<file path="config.mk">
export PLATFORM = sky130hd
export DESIGN_NAME = tdo_bit_fetch
export DESIGN_NICKNAME = d
export VERILOG_FILES = /design/src/rtl/tdo_bit_fetch.sv
export SDC_FILE = /design/constraint.sdc
export NUM_CORES = 1
export LEC_CHECK = 0
export CORE_MARGIN = 5
export CORE_UTILIZATION = 45
export DETAILED_ROUTE_END_ITERATION = 6
export PLACE_DENSITY = 0.7
export SETUP_SLACK_MARGIN = 0.3
export SKIP_CTS_REPAIR_TIMING = 1
export SYNTH_ARGS = -nofsm -noshare
export SYNTH_HDL_FRONTEND = slang
export SYNTH_SLANG_ARGS = --single-unit
export TNS_END_PERCENT = 50
</file>
<file path="constraint.sdc">
create_clock -name clk_scan -period 7.1 [get_ports clk_scan]
set_input_delay 0.71 -clock clk_scan [delete_from_list [all_inputs] [get_ports clk_scan]]
set_output_delay 0.71 -clock clk_scan [all_outputs]
set_load 0.02 [all_outputs]
</file>
<file path="src/rtl/tdo_bit_fetch.sv">
// TDO bit fetch: turns per-bit shift requests into a serial TDO stream
// fed from an 8-bit synchronous vector RAM through a two-byte prefetch buffer.
`timescale 1ns/1ps
module tdo_bit_fetch (
    input  logic        clk_scan,
    input  logic        reset,
    input  logic        load,
    input  logic [23:0] start_adr,
    input  logic        shift,
    output logic        rd_en,
    output logic [20:0] rd_adr,
    input  logic [7:0]  rd_data,
    output logic        tdo,
    output logic        ready,
    output logic        underrun,
    output logic [23:0] bit_cnt
);

    typedef enum logic [1:0] {
        IDLE,
        FETCH0,
        FETCH1,
        RUN
    } state_t;

    state_t      state;
    logic [20:0] wadr;
    logic [2:0]  ptr;
    logic [7:0]  cur;
    logic [7:0]  nxt;
    logic        nxt_valid;
    // pend1: read issued last edge, RAM samples it on this edge
    // pend2: read data is on rd_data now and lands in nxt on this edge
    logic        pend1;
    logic        pend2;

    // Fetch sequencing, prefetch buffer and serial shift, all in one FSM
    always_ff @(posedge clk_scan or posedge reset) begin
        if (reset) begin
            state     <= IDLE;
            wadr      <= '0;
            ptr       <= '0;
            cur       <= '0;
            nxt       <= '0;
            nxt_valid <= 1'b0;
            pend1     <= 1'b0;
            pend2     <= 1'b0;
            rd_en     <= 1'b0;
            rd_adr    <= '0;
            tdo       <= 1'b1;
            ready     <= 1'b0;
            underrun  <= 1'b0;
            bit_cnt   <= '0;
        end else if (load) begin
            state     <= FETCH0;
            wadr      <= start_adr[23:3];
            ptr       <= start_adr[2:0];
            rd_en     <= 1'b1;
            rd_adr    <= start_adr[23:3];
            bit_cnt   <= '0;
            underrun  <= 1'b0;
            ready     <= 1'b0;
            nxt_valid <= 1'b0;
            pend1     <= 1'b0;
            pend2     <= 1'b0;
        end else begin
            unique case (state)
                IDLE: begin
                    rd_en <= 1'b0;
                    if (shift) underrun <= 1'b1;
                end
                FETCH0: begin
                    rd_en  <= 1'b1;
                    rd_adr <= wadr + 21'd1;
                    state  <= FETCH1;
                    if (shift) underrun <= 1'b1;
                end
                FETCH1: begin
                    cur   <= rd_data;
                    ready <= 1'b1;
                    rd_en <= 1'b0;
                    pend2 <= 1'b1;
                    state <= RUN;
                    if (shift) underrun <= 1'b1;
                end
                RUN: begin
                    if (pend1) begin
                        pend1 <= 1'b0;
                        pend2 <= 1'b1;
                        rd_en <= 1'b0;
                    end
                    if (pend2) begin
                        pend2     <= 1'b0;
                        nxt       <= rd_data;
                        nxt_valid <= 1'b1;
                    end
                    if (shift) begin
                        tdo     <= cur[ptr];
                        ptr     <= ptr + 3'd1;
                        bit_cnt <= bit_cnt + 24'd1;
                        if (ptr == 3'd7) begin
                            // nxt may still be arriving when the start bit is 7
                            cur       <= nxt_valid ? nxt : rd_data;
                            wadr      <= wadr + 21'd1;
                            rd_en     <= 1'b1;
                            rd_adr    <= wadr + 21'd2;
                            nxt_valid <= 1'b0;
                            pend1     <= 1'b1;
                        end
                    end
                end
            endcase
        end
    end

endmodule

</file>
# After elaboration in Yosys (flattened, before gate mapping)
# Cells that the tools add are included.
[word_totals] ff_bits=94 input_bits=36 out_inout_bits=49
[op_classes] addsub=4 magnitude_cmp=1 eq_ne=8 muxes=45 bitwise=1 reduce_logical=19
[ops] op="two-way mux 21 bit" count=7
[ops] op="two-way mux 24 bit" count=3
[ops] op="case mux 21 bit (2 select lines)" count=1
[ops] op="adder 24 x 1 -> 24 bit (second input constant)" count=1
[ops] op="two-way mux 8 bit" count=3
[ops] op="two-way mux 1 bit" count=22
[ops] op="adder 21 x 1 -> 21 bit (second input constant)" count=1
[ops] op="adder 21 x 2 -> 21 bit (second input constant)" count=1
[ops] op="case mux 8 bit (2 select lines)" count=1
[ops] op="AND reduction 3 bit" count=4
[ops] op="nonzero test 2 bit" count=6
[ops] op="two-way mux 3 bit" count=3
[ops] op="nonzero test 3 bit" count=3
[ops] op="!= test 3 bit (second input constant)" count=2
[ops] op="equality test 2 bit (second input constant)" count=2
[ops] op="less-than comparator 3 x 4 -> 1 bit (second input constant)" count=1
[ops] op="!= test 2 bit (second input constant)" count=2
[ops] op="case mux 2 bit (2 select lines)" count=1
[ops] op="AND reduction 2 bit" count=2
[ops] op="AND reduction 4 bit" count=1
[ops] op="adder 3 x 1 -> 3 bit (second input constant)" count=1
[ops] op="binary-select mux 1 bit (select 3 bit)" count=1
[ops] op="equality test 3 bit (second input constant)" count=1
[ops] op="case mux 1 bit (3 select lines)" count=1
[ops] op="7 further kinds" count=7

# Logic depth before layout (Yosys ltp)
# Gate-level depths: netlist (run 1).
[logic_depth] depth_word=5 ltp_mapped=8 ltp_nobuf=7

# Worst setup path after synthesis (run 1)
# OpenSTA, ideal clock, no wires.
[synth_path] path_type="in2reg" start="input shift" end="register wadr[10]" arrival_ns=1.892 setup_slack_ns=5.084 cell_stages=6 n_path_buf=1 path_cell_list="buf_4 nand4_1 or3_1 nor2_1 xor2_1 mux2_2"
[synth_via] elab_chain_cells=2
[synth_lines] element="start: declaration" line="9" source="input logic shift,"
[synth_lines] element="nonzero test 2 bit (no line)"
[synth_lines] element="AND reduction 3 bit (no line)"
[synth_lines] element="end signal: assignment" line="56" source="wadr <= start_adr[23:3];"
[synth_lines] element="end signal: assignment" line="104" source="wadr <= wadr + 21'd1;"
[synth_lines] element="end: declaration" line="27" source="logic [20:0] wadr;"
# No other way between the ends.
# A chain may end at the register's enable or synchronous reset.

# Worst setup path after layout (run 1)
[layout_path] start="input shift" end="register rd_adr[18]"
[layout_via] elab_chain_cells=2
[layout_lines] element="!= test 3 bit (no line)"
[layout_lines] element="AND reduction 3 bit (no line)"
[layout_lines] element="end signal: assignment" line="59" source="rd_adr <= start_adr[23:3];"
[layout_lines] element="end signal: assignment" line="74" source="rd_adr <= wadr + 21'd1;"
[layout_lines] element="end signal: assignment" line="106" source="rd_adr <= wadr + 21'd2;"
[layout_lines] element="end: declaration" line="11" source="output logic [20:0] rd_adr,"
# No other way between the ends.

==> key figures, run 1 <==
GRT
  • Largest net degree at the start of global routing: about 90
  • Initial antenna violation count: 0
  • GRT overflow: 0
  • Total track usage: roughly 18%
  • Number of global-route vias before repair: 3946
  • First-pass GRT wire length: 19.1 mm

Timing
  • Slew HR: approximately 38%
  • Final Critical Period: about 2800 ps
  • Fin crit share: roughly 40%
  • Fin. Hold Viols: 0
  • Tightest Pin Transition: just over 900 ps
  • PnR worst setup slack: 4290 ps
  • Clk_skew: ~12 ps
  • Peak Freq: 356 MHz
  • Fin Setup TNS: 0 ps
  • Final setup fails: 0
  • Final Slew Violations: 0
  • RSZ-0062 raised after global routing: false

Drt
  • Violation count after the first detailed-route iteration: around 350
  • Routed vias: 3899
  • Antenna Nets Post-Route: 0
  • Drt pass-1 iters: 4
  • Avg WL per Cell: between 15 and 20 um
  • Final wirelength: 11.2 mm
  • Via-to-Cell Ratio: 5.42
  • Drt drc: 0

Clock tree
  • H-tree depth: 3
  • Clk_lat worst skew: approximately 370 ps
  • Clock Tree Buf Depth: 2
  • CTS tree: built
  • Clock root buffer: clkbuf_8
  • Clock transition at the registers of the reported paths: 90 ps
  • Sink Count: 94
  • TritonCTS Buffers: 9

Setup path
  • Crit-path cells: clkdlybuf4s50_1, nand2_1, a21oi_2, nand2_1, o221a_2
  • Critical path launch point type: input port
  • CP most frequent cell: nand2_1
  • Crit path arrival time: ~3100 ps
  • CP bufs+invs: 1
  • Crit path max-delay family: compound AO/OA/AOI/OAI gates
  • CP max FO: 18
  • Slowest cell on crit path: a21oi_2
  • Crit path kind: in -> reg
  • Crit path largest cell delay: about 680 ps
  • Req. time, crit path: about 7300 ps
  • Crit end category: flip-flop

Floorplanning
  • Chip height: roughly 120 um
  • Full die area: between 10000 and 15000 sq um
  • Die width: 115 um
  • Core Region: 10800 sq um
  • Number of I/O pins: 85
  • Cell row count: 38
  • Initial Util: between 40% and 50%

Finish
  • Fillers: between 1000 and 1500
  • Nets: between 600 and 700
  • Diodes inserted: 0
  • Layout cell share with drive strength beyond 1: 8.98%
  • Layout area overhead: 21.0%

Logic synthesis
  • Sequential area share after synthesis: ~47%
  • Post-synth EDFFs: 0
  • Syn Area/Cell: 9.86 sq um
  • Top cells by area, synth: dfrtp_1 (47%), xnor2_1 (7.6%), nand2_1 (4.7%), o21ai_0 (4.5%), nor2_1 (3.8%)
  • Mapped Area: ~5000 sq um
  • Synth unique cells: 50
  • Synthesized instance count: 505
  • Mapped Nets: approximately 550
  • Main flop type after synthesis: dfrtp_1
  • Yosys top cell by area: dfrtp_1
  • Share of the synthesized area in the top cell type: a little under half
  • Share of flip-flops with an asynchronous set or reset: 100%
  • YS warnings: 0
  • Synthesized flop and latch total: 94

Power and ir drop
  • Comb power frac: between 10% and 20%
  • Switch share: between 20% and 30%
  • Max IR drop VDD: roughly 0.00010 V
  • Clk pwr share: between 20% and 30%
  • Internal power: between 0.0008 and 0.0009 W
  • P_sw: 0.000348 W
  • Leak Pwr: 2.44 nW
  • Sequential share of power: ~55%
  • Power per cell area: 196 nW/um^2

Job
  • Number of max-cap violations: 0

Place
  • Placer Congestion: approximately 0.81
  • PortBufs: 84
  • Pre-CTS setup slack: 3950 ps
  • Post-DP HPWL: ~8 mm

Status
  • Status: finished, final reports clean

Worst hold path
  • Min-Delay Path Class: reg -> reg
## layer usage
metal	global-route usage (%)	wire (um)
met5	0	0
met4	6.18	166
met3	2.79	480
met2	28.9	5420
met1	24.4	5120
## tightest hold or removal path, delay by kind of cell, from the launching register on
family / cells / cell delay, ps
compound gates: 1 / 60
flops: 1 / 360
simple gates: 1 / 50
## cell usage after synthesis, types with 3 or more instances
library cell	n
buf_4	3
xor2_1	16
mux2i_1	15
nand3_1	22
o221ai_1	9
ha_1	5
inv_1	8
nor2_1	51
dfrtp_1	93
a31oi_1	3
and4_1	7
mux2_2	13
buf_2	8
or3_1	8
nor2b_1	3
xnor2_1	43
a21oi_1	16
clkbuf_1	15
nand4_4	3
and2_1	3
o21ai_0	45
nor3_1	11
nand4_1	10
nand2_1	63
## flip-flops by register name, indices dropped and copies added, names as in the netlist
name,flops
bit_cnt,24
nxt_valid,1
state,2
pend2,1
nxt,8
ptr,3
ready,1
cur,8
pend1,1
rd_adr,21
rd_en,1
underrun,1
tdo,1
wadr,21
## metrics by stage
step           total power (W)  utilization [%]  cell area (sq um)  instances  hold WS, ps
2_1_floorplan         0.000794                -               4980        505          445
3_3_place_gp          0.000878             54.1               5870        703          464
3_5_place_dp          0.000887             54.1               5870        703          476
4_1_cts                0.00120             55.6               6020        719          499
5_1_grt                0.00125             55.6               6020        719          523
6_report               0.00118             55.6               6020        719          490
## placed cells by master, fill, tap and decap left out, types with 3 or more instances in the layout
cell,n
a21oi_1,16
a31oi_1,3
and2_1,3
and4_1,7
clkbuf_8,9
clkdlybuf4s50_1,83
clkinv_2,5
dfrtp_1,93
ha_1,5
inv_1,7
mux2_2,13
mux2i_1,15
nand2_1,63
nand3_1,22
nand4_1,10
nand4_4,3
nor2_1,51
nor2b_1,3
nor3_1,11
o21ai_0,45
o221ai_1,9
or3_1,8
xnor2_1,43
xor2_1,16
## cell type report
| cell class | count | area [sq um] | share of cell area (%) |
|---|---|---|---|
| multi-input cells | 374 | 2450 | 40.7 |
| flip-flops and latches | 94 | 2350 | 39.1 |
| repair buffers | 86 | 851 | 14.1 |
| well taps | 140 | 175 | 2.91 |
| clock buffers | 11 | 131 | 2.18 |
| inverters | 9 | 35.0 | 0.582 |
| clock inverters | 5 | 27.5 | 0.457 |
## cell families (layout without fill, tap and decap cells)
family,after synthesis,in the layout,synth area share (%)
xor+xnor,59,59,10.4
buf+inv,37,111,3.52
compound gates,87,87,10.7
mux,30,30,6.86
simple gates,193,193,20.0
flops,94,94,47.3
fa+ha+maj,5,5,1.26
## power by group through the flow
stage                     combinational [W]  clock [W]  sequential, W
after global routing               0.000255   0.000341       0.000656
after floorplan                    0.000135          0       0.000659
final                              0.000228   0.000309       0.000646
after global placement             0.000225          0       0.000654
after detailed placement           0.000230          0       0.000656
after CTS                          0.000232   0.000318       0.000646
## final timing paths
check / from / end / slack, ps / cells after the start
max: shift / rd_adr[18] / 4290 / 5
min: cur[4] / cur[4] / 490 / 2
max reg2reg: ptr[0] / rd_adr[18] / 4470 / 6
min reg2reg: cur[4] / cur[4] / 490 / 2
max in group asynchronous: reset / rd_adr[17] / 5210 / 3
min in group asynchronous: reset / bit_cnt[14] / 630 / 2
No activity file was read; power rests on OpenSTA's default activity.
==> run 2, diff against run 1 <==
- clock period: 7.1 -> 2.7 ns (I/O delays scaled with it)
==> run 2 against run 1 <==
Critical path depth rose by 1. Via count rose by 1.2%. First-iteration DRC count fell by 11%. Flip-flop and latch count did not move. Routed wire length rose by 0.86%. Clock skew barely moved. Die area did not move. Cell area rose by 1.6%. Sequential power rose to 2.6 times the previous value. Highest routed layer unchanged.
==> key figures, run 2 (synthesis gave the netlist of run 1 again) <==
Power and ir drop
  • Internal power: 0.00233 W (was 0.000835 W)
  • Clk pwr share: 29.2% (was 26.1%)
  • P_sw: 0.000930 W (was 0.000348 W)
  • Leak Pwr: 2.48 nW (was 2.44 nW)
  • Max IR drop VDD: 0.000242 V (was 0.000102 V)
  • Switch share: 28.5% (was 29.4%)
  • Sequential share of power: 52.0% (was 54.6%)
  • Power per cell area: 532 nW/um^2 (was 196 nW/um^2)
  • Comb power frac: 18.8% (was 19.3%)

Clock tree
  • Sink Count: 94 (unchanged)
  • CTS tree: built (unchanged)
  • Clock root buffer: clkbuf_8 (unchanged)
  • TritonCTS Buffers: 9 (unchanged)
  • Clk_lat worst skew: 370 ps (about the same)
  • H-tree depth: 3 (unchanged)
  • Clock transition at the registers of the reported paths: 90 ps (about the same)
  • Clock Tree Buf Depth: 2 (unchanged)

Floorplanning
  • Chip height: 115 um (unchanged)
  • Initial Util: 45.9% (unchanged)
  • Die width: 115 um (unchanged)
  • Full die area: 13300 sq um (unchanged)
  • Cell row count: 38 (unchanged)
  • Core Region: 10800 sq um (unchanged)
  • Number of I/O pins: 85 (unchanged)

Finish
  • Fillers: 984 (was 1011)
  • Top Registers: bit_cnt x24, rd_adr x21, wadr x21 (unchanged)
  • Nets: 620 (was 615)
  • Most common cell after layout, fill and taps aside: dfrtp_1 (unchanged)
  • Layout cell share with drive strength beyond 1: 9.93% (was 8.98%)
  • Layout area overhead: 22.9% (was 21.0%)
  • Most frequent cells in the layout: dfrtp_1 (93), clkdlybuf4s50_1 (83), nand2_1 (63) (unchanged)
  • Largest reg by FF count: bit_cnt (unchanged)
  • Largest register FFs: 24 (unchanged)
  • Diodes inserted: 0 (unchanged)

Drt
  • Drt pass-1 iters: 5 (was 4)
  • Routed vias: 3944 (was 3899)
  • Highest Signal Layer: met4 (unchanged)
  • WL met2: 5.11 mm (was 5.42 mm)
  • Violation count after the first detailed-route iteration: 310 (was 347)
  • Via-to-Cell Ratio: 5.45 (was 5.42)
  • WL met3: 625 um (was 480 um)
  • Antenna Nets Post-Route: 0 (unchanged)
  • Final wirelength: 11.3 mm (was 11.2 mm)
  • Avg WL per Cell: 15.6 um (about the same)
  • Drt drc: 0 (unchanged)
  • Metal-1 WL: 5.39 mm (was 5.12 mm)

Setup path
  • FF-to-FF path depth: 6 (unchanged)
  • R2R Path End: rd_adr[18] (unchanged)
  • Crit path arrival time: 2440 ps (was 3050 ps)
  • Req. time, crit path: 2950 ps (was 7340 ps)
  • Critical path launch point type: flip-flop (was input port)
  • Crit end category: flip-flop (unchanged)
  • R2r setup slk: 510 ps (was 4470 ps)
  • Crit path kind: reg -> reg (was in -> reg)
  • Worst reg2reg startpoint: wadr[1] (was ptr[0])
  • CP max FO: 7 (was 18)

Timing
  • Tightest Pin Transition: 575 ps (was 933 ps)
  • RSZ-0062 raised after global routing: false (unchanged)
  • Final Slew Violations: 0 (unchanged)
  • Final Critical Period: between 2000 and 2500 ps
  • Peak Freq: approximately 460 MHz
  • Fin. Hold Viols: 0 (unchanged)
  • Clk_skew: 12.0 ps (was 12.4 ps)
  • Fin crit share: just over 80%
  • Final setup fails: 0 (unchanged)
  • Slew HR: 61.7% (was 37.8%)
  • Fin Setup TNS: 0 ps (unchanged)
  • PnR worst setup slack: 512 ps (was 4290 ps)

Place
  • Placer Congestion: 0.836 (was 0.805)
  • Pre-CTS setup slack: 433 ps (was 3950 ps)
  • Post-DP HPWL: 7.98 mm (was 7.83 mm)
  • PortBufs: 84 (unchanged)

GRT
  • Number of global-route vias before repair: 3840 (was 3946)
  • Initial antenna violation count: 0 (unchanged)
  • Total track usage: 17.8% (about the same)
  • GRT overflow: 0 (unchanged)
  • First-pass GRT wire length: 19.0 mm (was 19.1 mm)
  • Largest net degree at the start of global routing: 60 (was 88)

Status
  • Status: finished, final reports clean (unchanged)

Job
  • Number of max-cap violations: 0 (unchanged)

Worst hold path
  • Min-Delay Path Class: in -> async (was reg -> reg)
## run 2: metal layers
metal	vias up	global-route usage [%]
met5	-	0
met4	0	5.87
met3	12	4.05
met2	109	26.5
met1	1905	25.7
li1	1918	-
## run 2: worst max-delay path by stage
stage	start	endpoint	cells past startpoint
2_1_floorplan	ptr[0]	wadr[10]	7
3_3_place_gp	shift	wadr[18]	6
3_5_place_dp	shift	wadr[10]	6
4_1_cts	wadr[1]	rd_adr[18]	6
5_1_grt	ptr[0]	wadr[18]	7
6_report	wadr[1]	rd_adr[18]	6
## run 2: worst max-delay path, cell delays in order, from the launching register on
cell and delay, ps:
dfrtp_1 480, ha_1 300, a21bo_2 270, a211oi_2 440
nand3_1 160, xnor2_1 170, o221a_2 240
## run 2: per-stage QoR
stage               hold WS, ps  std cells  area [sq um]  utilization, %  total power, W
floorplan                   391        505          4980               -         0.00209
global placement            467        708          5920            54.6         0.00232
detailed placement          474        708          5920            54.6         0.00234
CTS                         276        724          6120            56.4         0.00329
global route                311        724          6120            56.4         0.00343
finish                      276        724          6120            56.4         0.00326
## run 2: area by class of cell
class	count	area (sq um)	share of cell area, %
multi-input combinational	374	2450	40.1
clock inverter	5	58.8	0.961
inverter	9	37.5	0.613
sequential	94	2350	38.5
tap	140	175	2.86
timing repair buffer	91	901	14.7
clock buffer	11	141	2.31
## run 2: power by group through the flow
stage                     clock network, W  registers, W  logic [W]
final                             0.000950       0.00169   0.000613
after floorplan                          0       0.00173   0.000355
after CTS                         0.000977       0.00169   0.000622
after global routing               0.00103       0.00172   0.000682
after detailed placement                 0       0.00172   0.000619
after global placement                   0       0.00172   0.000606
==> run 3, diff against run 2 <==
- clock period: 2.7 -> 2.3 ns (I/O delays scaled with it)
==> run 3 against run 2 <==
Final cell count grew 2.3%. Core utilization grew 2.0 points. Worst setup slack lost 140 ps. Die area is the same. Sequential share of layout area shrank 1.2 points. Clock skew grew 0.77 ps. Fmax grew 14%. First-iteration DRC count is the same. Clock-buffer cell count shrank 2. Global-route usage grew 0.68 points. Total power grew 26%. Highest routed layer unchanged. Flip-flop and latch count is the same.
==> key figures, run 3 (synthesis gave the netlist of run 1 again) <==
Finish
  • Most common cell after layout, fill and taps aside: dfrtp_1 (unchanged)
  • Nets: 637 (was 620)
  • Largest reg by FF count: bit_cnt (unchanged)
  • Layout cell share with drive strength beyond 1: 14.5% (was 9.93%)
  • Final Instance Area: 6340 sq um (was 6120 sq um)
  • Most frequent cells in the layout: dfrtp_1 (87), clkdlybuf4s50_1 (83), nand2_1 (63) (was dfrtp_1 (93), clkdlybuf4s50_1 (83), nand2_1 (63))
  • Layout area overhead: 27.2% (was 22.9%)
  • Largest register FFs: 24 (unchanged)
  • Diodes inserted: 0 (unchanged)
  • Top Registers: bit_cnt x24, rd_adr x21, wadr x21 (unchanged)

Timing
  • Fin crit share: 83.6% (was 81.0%)
  • Peak Freq: 520 MHz (was 457 MHz)
  • Fin. Hold Viols: 0 (unchanged)
  • Final Critical Period: 1920 ps (was 2190 ps)
  • Final Slew Violations: 0 (unchanged)
  • Fin Setup TNS: 0 ps (unchanged)
  • Slew HR: 44.8% (was 61.7%)
  • Tightest Pin Transition: 827 ps (was 575 ps)
  • RSZ-0062 raised after global routing: true (was false)
  • Clk_skew: 12.7 ps (was 12.0 ps)
  • Final setup fails: 0 (unchanged)

Drt
  • Drt pass-1 iters: 4 (was 5)
  • Violation count after the first detailed-route iteration: 310 (unchanged)
  • Antenna Nets Post-Route: 0 (unchanged)
  • Avg WL per Cell: 15.9 um (was 15.6 um)
  • Via-to-Cell Ratio: 5.39 (was 5.45)
  • Final wirelength: 11.8 mm (was 11.3 mm)
  • Drt drc: 0 (unchanged)
  • Routed vias: 3996 (was 3944)

GRT
  • Initial antenna violation count: 0 (unchanged)
  • GRT overflow: 0 (unchanged)
  • Total track usage: 18.4% (was 17.8%)
  • Number of global-route vias before repair: 4111 (was 3840)
  • First-pass GRT wire length: 19.7 mm (was 19.0 mm)
  • Largest net degree at the start of global routing: 87 (was 60)

Place
  • PortBufs: 84 (unchanged)
  • Post-DP HPWL: 8.51 mm (was 7.98 mm)
  • Area after DPL: 6000 sq um (was 5920 sq um)
  • Placer Congestion: 0.861 (was 0.836)

Setup path
  • Crit path arrival time: 2180 ps (was 2440 ps)
  • Crit end category: flip-flop (unchanged)
  • Req. time, crit path: 2550 ps (was 2950 ps)
  • Crit path kind: reg -> reg (unchanged)
  • R2r setup slk: 380 ps (was 510 ps)
  • Critical path launch point type: flip-flop (unchanged)
  • CP max FO: 4 (was 7)

Power and ir drop
  • Max IR drop VDD: 0.000364 V (was 0.000242 V)
  • Leak Pwr: 2.58 nW (was 2.48 nW)
  • Power per cell area: 646 nW/um^2 (was 532 nW/um^2)
  • PnR Total Power: 0.00409 W (was 0.00326 W)

Clock tree
  • Clk_lat worst skew: 370 ps (about the same)
  • Clock Tree Buf Depth: 2 (unchanged)
  • Clock transition at the registers of the reported paths: 100 ps (was 90 ps)
  • TritonCTS Buffers: 9 (unchanged)
  • Sink Count: 94 (unchanged)
  • H-tree depth: 3 (unchanged)
  • CTS tree: built (unchanged)
  • Clock root buffer: clkbuf_8 (unchanged)

Worst hold path
  • Min-Delay Path Class: in -> async (unchanged)

Floorplanning
  • Chip height: 115 um (unchanged)
  • Core Region: 10800 sq um (unchanged)
  • Die width: 115 um (unchanged)
  • Cell row count: 38 (unchanged)
  • Number of I/O pins: 85 (unchanged)
  • Full die area: 13300 sq um (unchanged)
  • Initial Util: 45.9% (unchanged)

Status
  • Status: finished, final reports clean (unchanged)

Job
  • Number of max-cap violations: 0 (unchanged)
==> run 3: layout make-up <==
type | instances | area (sq um)
multi-input combinational | 374 | 2480
clock inverter | 7 | 121
sequential | 94 | 2360
timing repair buffer | 108 | 1040
tap | 140 | 175
fill | 948 | 4500
inverter | 9 | 37.5
clock buffer | 9 | 124
==> run 3: per-layer routing <==
layer	vias up	part of all wire (%)	routed length [um]	global-route usage, %
li1	1947	-	-	-
met1	1955	46	5430	25.2
met2	80	48	5640	29.8
met3	14	4.3	507	2.89
met4	0	1.5	177	6.65
met5	-	0	0	0
==> run 3: worst paths after layout <==
| kind | from | endpoint | depth (start not counted) |
|---|---|---|---|
| min in group clk_scan | load | wadr[2] | 3 |
| worst max register to register | ptr[0] | wadr[10] | 7 |
| worst min register to register | cur[6] | cur[6] | 2 |
| max in group asynchronous | reset | wadr[0] | 3 |
| worst max-delay path | ptr[0] | wadr[10] | 7 |
| worst min-delay path | reset | pend2 | 2 |
==> run 3: stage by stage <==
| stage | hold WS [ps] | cells | setup slack (ps) | utilization (%) |
|---|---|---|---|---|
| 2_1_floorplan | 351 | 505 | 372 | - |
| 6_report | 258 | 741 | 377 | 58.4 |
| 5_1_grt | 277 | 741 | 254 | 58.4 |
| 3_5_place_dp | 469 | 717 | 177 | 55.3 |
| 3_3_place_gp | 466 | 717 | 226 | 55.3 |
| 4_1_cts | 259 | 733 | 234 | 57.6 |
==> run 3: critical path: stages, from the launching register on <==
cell and delay [ps]:
dfrtp_2 400, ha_1 160, ha_2 190, nand4_1 190, or3_4 380, nor2_1 130
xor2_1 70, mux2_2 270
==> run 3: where the power goes <==
part / internal (W) / total [W] / switching [W]
clock network: 0.000725 / 0.00133 / 0.000606
logic: 0.000399 / 0.000772 / 0.000374
registers: 0.00184 / 0.00199 / 0.000153
